===== src/rtl/refill_source.sv =====
// Refill channel producer: queues line misses, reads backing memory,
// and returns lines in miss order on the memctl refill handshake.
module refill_source #(
  parameter int NlineWidth     = 16,
  parameter int DataWidth      = 128,
  parameter int MissDepth      = 8,
  parameter int MaxOutstanding = 4,
  parameter int RspDepth       = 4
) (
  input  logic                  clk,
  input  logic                  rst_n,
  input  logic                  u_miss_valid,
  output logic                  u_miss_ready,
  input  logic [NlineWidth-1:0] u_miss_id,
  output logic                  mem_req_valid,
  input  logic                  mem_req_ready,
  output logic [NlineWidth-1:0] mem_req_id,
  input  logic                  mem_rsp_valid,
  input  logic [DataWidth-1:0]  mem_rsp_data,
  output logic                  memctl_refill_valid,
  input  logic                  memctl_refill_ready,
  output logic [NlineWidth-1:0] memctl_refill_id,
  output logic [DataWidth-1:0]  memctl_refill_data,
  output logic                  idle,
  output logic                  proto_err
);

  localparam int MAW = (MissDepth > 1) ? $clog2(MissDepth) : 1;
  localparam int MCW = $clog2(MissDepth + 1);
  localparam int TAW = (MaxOutstanding > 1) ? $clog2(MaxOutstanding) : 1;
  localparam int TCW = $clog2(MaxOutstanding + 1);
  localparam int RAW = (RspDepth > 1) ? $clog2(RspDepth) : 1;
  localparam int RCW = $clog2(RspDepth + 1);

  logic [NlineWidth-1:0] miss_mem_q [MissDepth];
  logic [NlineWidth-1:0] tag_mem_q  [MaxOutstanding];
  logic [NlineWidth-1:0] rid_mem_q  [RspDepth];
  logic [DataWidth-1:0]  rdat_mem_q [RspDepth];

  logic [MAW-1:0] mwp_q, mwp_d, mrp_q, mrp_d;
  logic [MCW-1:0] mcnt_q, mcnt_d;
  logic [TAW-1:0] twp_q, twp_d, trp_q, trp_d;
  logic [TCW-1:0] out_q, out_d;
  logic [RAW-1:0] rwp_q, rwp_d, rrp_q, rrp_d;
  logic [RCW-1:0] rcnt_q, rcnt_d;
  logic           perr_q, perr_d;

  logic miss_empty, miss_full;
  logic miss_push, req_fire, rsp_fire, rfl_fire;

  always_comb begin
    miss_empty = (mcnt_q == '0);
    miss_full  = (mcnt_q == MCW'(MissDepth));
    u_miss_ready = !miss_full;
    // Credit gate: every in-flight read already owns a response slot
    mem_req_valid = !miss_empty
                 && (32'(out_q) < 32'(MaxOutstanding))
                 && (32'(out_q) + 32'(rcnt_q) < 32'(RspDepth));
    mem_req_id = miss_empty ? '0 : miss_mem_q[mrp_q];
    memctl_refill_valid = (rcnt_q != '0);
    memctl_refill_id   = memctl_refill_valid ? rid_mem_q[rrp_q]  : '0;
    memctl_refill_data = memctl_refill_valid ? rdat_mem_q[rrp_q] : '0;
    idle = miss_empty && (out_q == '0) && (rcnt_q == '0);
    proto_err = perr_q;

    miss_push = u_miss_valid && u_miss_ready;
    req_fire  = mem_req_valid && mem_req_ready;
    rsp_fire  = mem_rsp_valid && (out_q != '0);
    rfl_fire  = memctl_refill_valid && memctl_refill_ready;

    mwp_d  = mwp_q;
    mrp_d  = mrp_q;
    mcnt_d = mcnt_q;
    twp_d  = twp_q;
    trp_d  = trp_q;
    out_d  = out_q;
    rwp_d  = rwp_q;
    rrp_d  = rrp_q;
    rcnt_d = rcnt_q;
    perr_d = perr_q || (mem_rsp_valid && (out_q == '0));

    if (miss_push)
      mwp_d = (mwp_q == MAW'(MissDepth - 1)) ? '0 : mwp_q + MAW'(1);
    if (req_fire) begin
      mrp_d = (mrp_q == MAW'(MissDepth - 1)) ? '0 : mrp_q + MAW'(1);
      twp_d = (twp_q == TAW'(MaxOutstanding - 1)) ? '0 : twp_q + TAW'(1);
    end
    if (miss_push && !req_fire) mcnt_d = mcnt_q + MCW'(1);
    if (!miss_push && req_fire) mcnt_d = mcnt_q - MCW'(1);

    if (rsp_fire) begin
      trp_d = (trp_q == TAW'(MaxOutstanding - 1)) ? '0 : trp_q + TAW'(1);
      rwp_d = (rwp_q == RAW'(RspDepth - 1)) ? '0 : rwp_q + RAW'(1);
    end
    if (req_fire && !rsp_fire) out_d = out_q + TCW'(1);
    if (!req_fire && rsp_fire) out_d = out_q - TCW'(1);

    if (rfl_fire)
      rrp_d = (rrp_q == RAW'(RspDepth - 1)) ? '0 : rrp_q + RAW'(1);
    if (rsp_fire && !rfl_fire) rcnt_d = rcnt_q + RCW'(1);
    if (!rsp_fire && rfl_fire) rcnt_d = rcnt_q - RCW'(1);
  end

  always_ff @(posedge clk or negedge rst_n) begin
    if (!rst_n) begin
      mwp_q  <= '0;
      mrp_q  <= '0;
      mcnt_q <= '0;
      twp_q  <= '0;
      trp_q  <= '0;
      out_q  <= '0;
      rwp_q  <= '0;
      rrp_q  <= '0;
      rcnt_q <= '0;
      perr_q <= 1'b0;
    end else begin
      mwp_q  <= mwp_d;
      mrp_q  <= mrp_d;
      mcnt_q <= mcnt_d;
      twp_q  <= twp_d;
      trp_q  <= trp_d;
      out_q  <= out_d;
      rwp_q  <= rwp_d;
      rrp_q  <= rrp_d;
      rcnt_q <= rcnt_d;
      perr_q <= perr_d;
    end
  end

  // Payload storage needs no reset; outputs are masked by the counts
  always_ff @(posedge clk) begin
    if (miss_push) miss_mem_q[mwp_q] <= u_miss_id;
    if (req_fire)  tag_mem_q[twp_q]  <= miss_mem_q[mrp_q];
    if (rsp_fire) begin
      rid_mem_q[rwp_q]  <= tag_mem_q[trp_q];
      rdat_mem_q[rwp_q] <= mem_rsp_data;
    end
  end

endmodule


===== config.mk =====
export PLATFORM = sky130hd
export DESIGN_NAME = refill_source
export DESIGN_NICKNAME = d
export VERILOG_FILES = /design/src/rtl/refill_source.sv
export SDC_FILE = /design/constraint.sdc
export NUM_CORES = 1
export LEC_CHECK = 0
export ABC_AREA = 1
export CORE_MARGIN = 5
export CORE_UTILIZATION = 56
export CTS_CLUSTER_DIAMETER = 200
export DETAILED_ROUTE_END_ITERATION = 10
export PLACE_DENSITY_LB_ADDON = 0.3
export SKIP_LAST_GASP = 1
export SLEW_MARGIN = 20
export SYNTH_ARGS = -nofsm -noshare
export SYNTH_HDL_FRONTEND = slang
export SYNTH_SLANG_ARGS = --single-unit

===== constraint.sdc =====
create_clock -name clk -period 10.4 [get_ports clk]
set_clock_uncertainty 0.15 [all_clocks]
set_input_delay 1.04 -clock clk [delete_from_list [all_inputs] [get_ports clk]]
set_output_delay 1.04 -clock clk [all_outputs]
set_load 0.02 [all_outputs]

==> impl_metrics.toml <==
[outcome]
status = "finished, final reports clean"

[clocking]
cts.repair_timing.setup_buffer_count = 0
post_cts_hold_buffer_count = 0
clk_root_buffer_cell = "clkbuf_16"
tritoncts = "built"
clock_insertion_delay_worst_skew_ns = 0.62
htree_levels = 3
clkSlewWorstSetupHoldPaths_ns = 0.06
clock-sinks = 793
total_clock_buffers_created_by_cts = 82
cts_resized = 0
clock_path_buffers = 3

[floorplan]
core_um2 = 56300
die_height_um = 248
die_width_um = 248
start_util = 0.564
fp.dieArea_um2 = 61500
placement_rows = 87
ios = 315

[synth]
synth_fp_nets = 2775
post_synth_instance_area_um2 = 31700
mean_area_per_synthesized_cell_um2 = 12.2
synth.lib_cells_used.distinct = 27
postSynthRegisterBits = 793
synthTopCellsByArea = "edfxtp_1, nor2_1, o21ai_0, a21oi_1, nand2_1"
syn_inst = 2601
netlist.top_cell.by_area = "edfxtp_1"
yosysSeqAreaShare = 0.747
yosys_warn_count = 0
yosysTopAreaCellShare = 0.727

[global_routing]
grt_antenna_before_repair = 3
via_count_of_the_first_global_routing_pass = 20400
grt_first_pass_wirelength_mm = 112
all_layer_gr_usage = 0.234
pin_count_of_the_biggest_net_entering_global_routing = 249
grt_remaining_overflow = 0

[timing]
tightestPinTransition_ns = 1.14
final-max-slew-violation-count = 0
timing.max_slew.rel_slack = 0.238
crit_share_post_route = 0.506
final_hold_viol_count = 0
final_period_minus_worst_setup_slack_ns = 5.26
timing.fmax_ghz = 0.190
setup_viol_count_final = 0
fin_tns_setup_ns = 0
grt_setup_unrepaired = "no"
postLayoutSetupSlackWorst_ns = 5.14

[layout]
sequential_cell_area_um2 = 23700
areaGrowthSynthToFinish_pct = 20.4
multi_input_comb_area_um2 = 6670
most-common-layout-cells = "edfxtp_1, nor2_1, clkdlybuf4s50_1"
finish.instance_area_um2 = 38200
final_layout_size_suffix_gt1_frac = 0.0574
finalNetCount = 3054
layout.cells.most_common = "edfxtp_1"
fillers = 3807
postLayoutCoreUtil = 0.679

[critical_path]
timing.critical_path.required_ns = 9.21
cpMaxStageDelayCell = "clkinv_2"
timing_worst_setup_path_type = "register to primary output"
cp_top_family = "buffers and inverters"
worst-path-max-fanout = 68
worstPathBufferInverterCount = 3
cp_cell_sequence = "buf_4 -> clkinv_2 -> nand2_1 -> nand3_1 -> nand3_1 -> nand2_1 -> nor2_1 -> clkdlybuf4s50_1"
worstPathArrival_ns = 4.07
start_kind = "register"
slowest_delay_ns = 0.95
setup.worst_path.end_class = "primary output"

[detailed_routing]
wl_per_cell_um = 20.0
vias_per_cell = 5.54
firstDrtPassIters = 6
antenna_viol_nets_final = 0
drt-initial-drc-count = 2148
total_routed_length_mm = 74.0
total_vias_in_the_final_route = 20500
post-route-drc-count = 0

[power_and_ir_drop]
internal_mw = 7.76
switching_power_mw = 4.62
comb_power_share = 0.403
sw_frac_of_total = 0.373
share_clk_of_total_power = 0.237
power.ir.vdd_worst_uv = 254
power_density_nw_per_um2 = 324
seq_power_share = 0.360
total_power_mw = 12.4
cellLeakagePower_nw = 13.6

[job]
drv_cap = 0

[placement]
place_ws_ns = 5.79
buffers_added_on_ports = 314
dpl-instance-area_um2 = 35400
routabilityCongestion = 0.769
dp.final_hpwl_mm = 40.8

[worst_hold_path]
worst_hold_path_type = "register to register"
-- power groups by stage --
stage / registers (mW) / logic (mW) / clock network [mW]
floorplan: 4.55 / 2.95 / 0
global placement: 4.49 / 4.85 / 0
detailed placement: 4.52 / 4.96 / 0
CTS: 4.46 / 5.00 / 2.98
global route: 4.51 / 5.39 / 3.12
finish: 4.46 / 4.99 / 2.93
-- state kept, by name (all words and copies together), names as in the netlist --
signal / count
mcnt_q: 4
miss_mem_q: 128
mrp_q: 3
mwp_q: 3
out_q: 3
proto_err: 1
rcnt_q: 3
rdat_mem_q: 512
rid_mem_q: 64
rrp_q: 2
rwp_q: 2
tag_mem_q: 64
trp_q: 2
twp_q: 2
-- routing by layer --
layer  track usage  up-vias  wire (um)
met5             0        -         25
met3        0.0459      149       5530
met1         0.297    10000      28800
met2         0.412      775      37800
met4        0.0736        4       1910
li1              -     9569          -
-- final cells by class --
type                            instances  area share
Antenna cell                            1   0.0000655
Clock buffer                           96      0.0568
Clock inverter                         53      0.0149
Inverter                              187      0.0186
Multi-Input combinational cell       1478       0.175
Sequential cell                       793       0.621
Tap cell                              756      0.0248
Timing Repair Buffer                  338      0.0897
-- cell usage after synthesis --
| master | count |
|---|---|
| edfxtp_1 | 768 |
| nor2_1 | 652 |
| o21ai_0 | 241 |
| nand2_1 | 187 |
| inv_1 | 182 |
| a21oi_1 | 146 |
| nand3_1 | 101 |
| o21ai_1 | 94 |
| clkbuf_1 | 68 |
| buf_2 | 40 |
| dfrtp_1 | 25 |
| ha_1 | 21 |
| o22ai_1 | 16 |
| buf_4 | 12 |
| buf_6 | 12 |
| buf_1 | 10 |
| nand4_1 | 5 |
| xnor2_1 | 4 |
| fa_1 | 3 |
| inv_2 | 3 |
| nor3_1 | 3 |
| clkinv_1 | 2 |
| xor2_1 | 2 |
| clkbuf_2 | 1 |
| nand3_2 | 1 |
| o21bai_1 | 1 |
| or2_2 | 1 |
-- logic make-up after synthesis --
| logic type | synth area share |
|---|---|
| simple gates | 0.117 |
| flops | 0.747 |
| compound gates | 0.0793 |
| buf+inv | 0.0449 |
| fa+ha+maj | 0.0102 |
| xor+xnor | 0.00166 |
-- per-stage QoR --
stage / std cells / hold slack [ns]
final: 3702 / 0.328
after floorplan: 2601 / 0.296
after detailed placement: 3550 / 0.316
after global placement: 3550 / 0.310
after CTS: 3699 / 0.329
after global routing: 3702 / 0.353
-- path summary, 6_finish.rpt --
path / cells after the start / to / start / slack, ns
min in group asynchronous: 2 / proto_err / rst_n / 0.65
max: 8 / mem_req_id[9] / mrp_q[0] / 5.14
min: 1 / out_q[0] / out_q[0] / 0.33
min reg2reg: 1 / out_q[0] / out_q[0] / 0.33
max in group asynchronous: 2 / rrp_q[0] / rst_n / 9.15
max reg2reg: 5 / rdat_mem_q[0][94] / out_q[1] / 6.87
(Power assumes the default switching activity.)
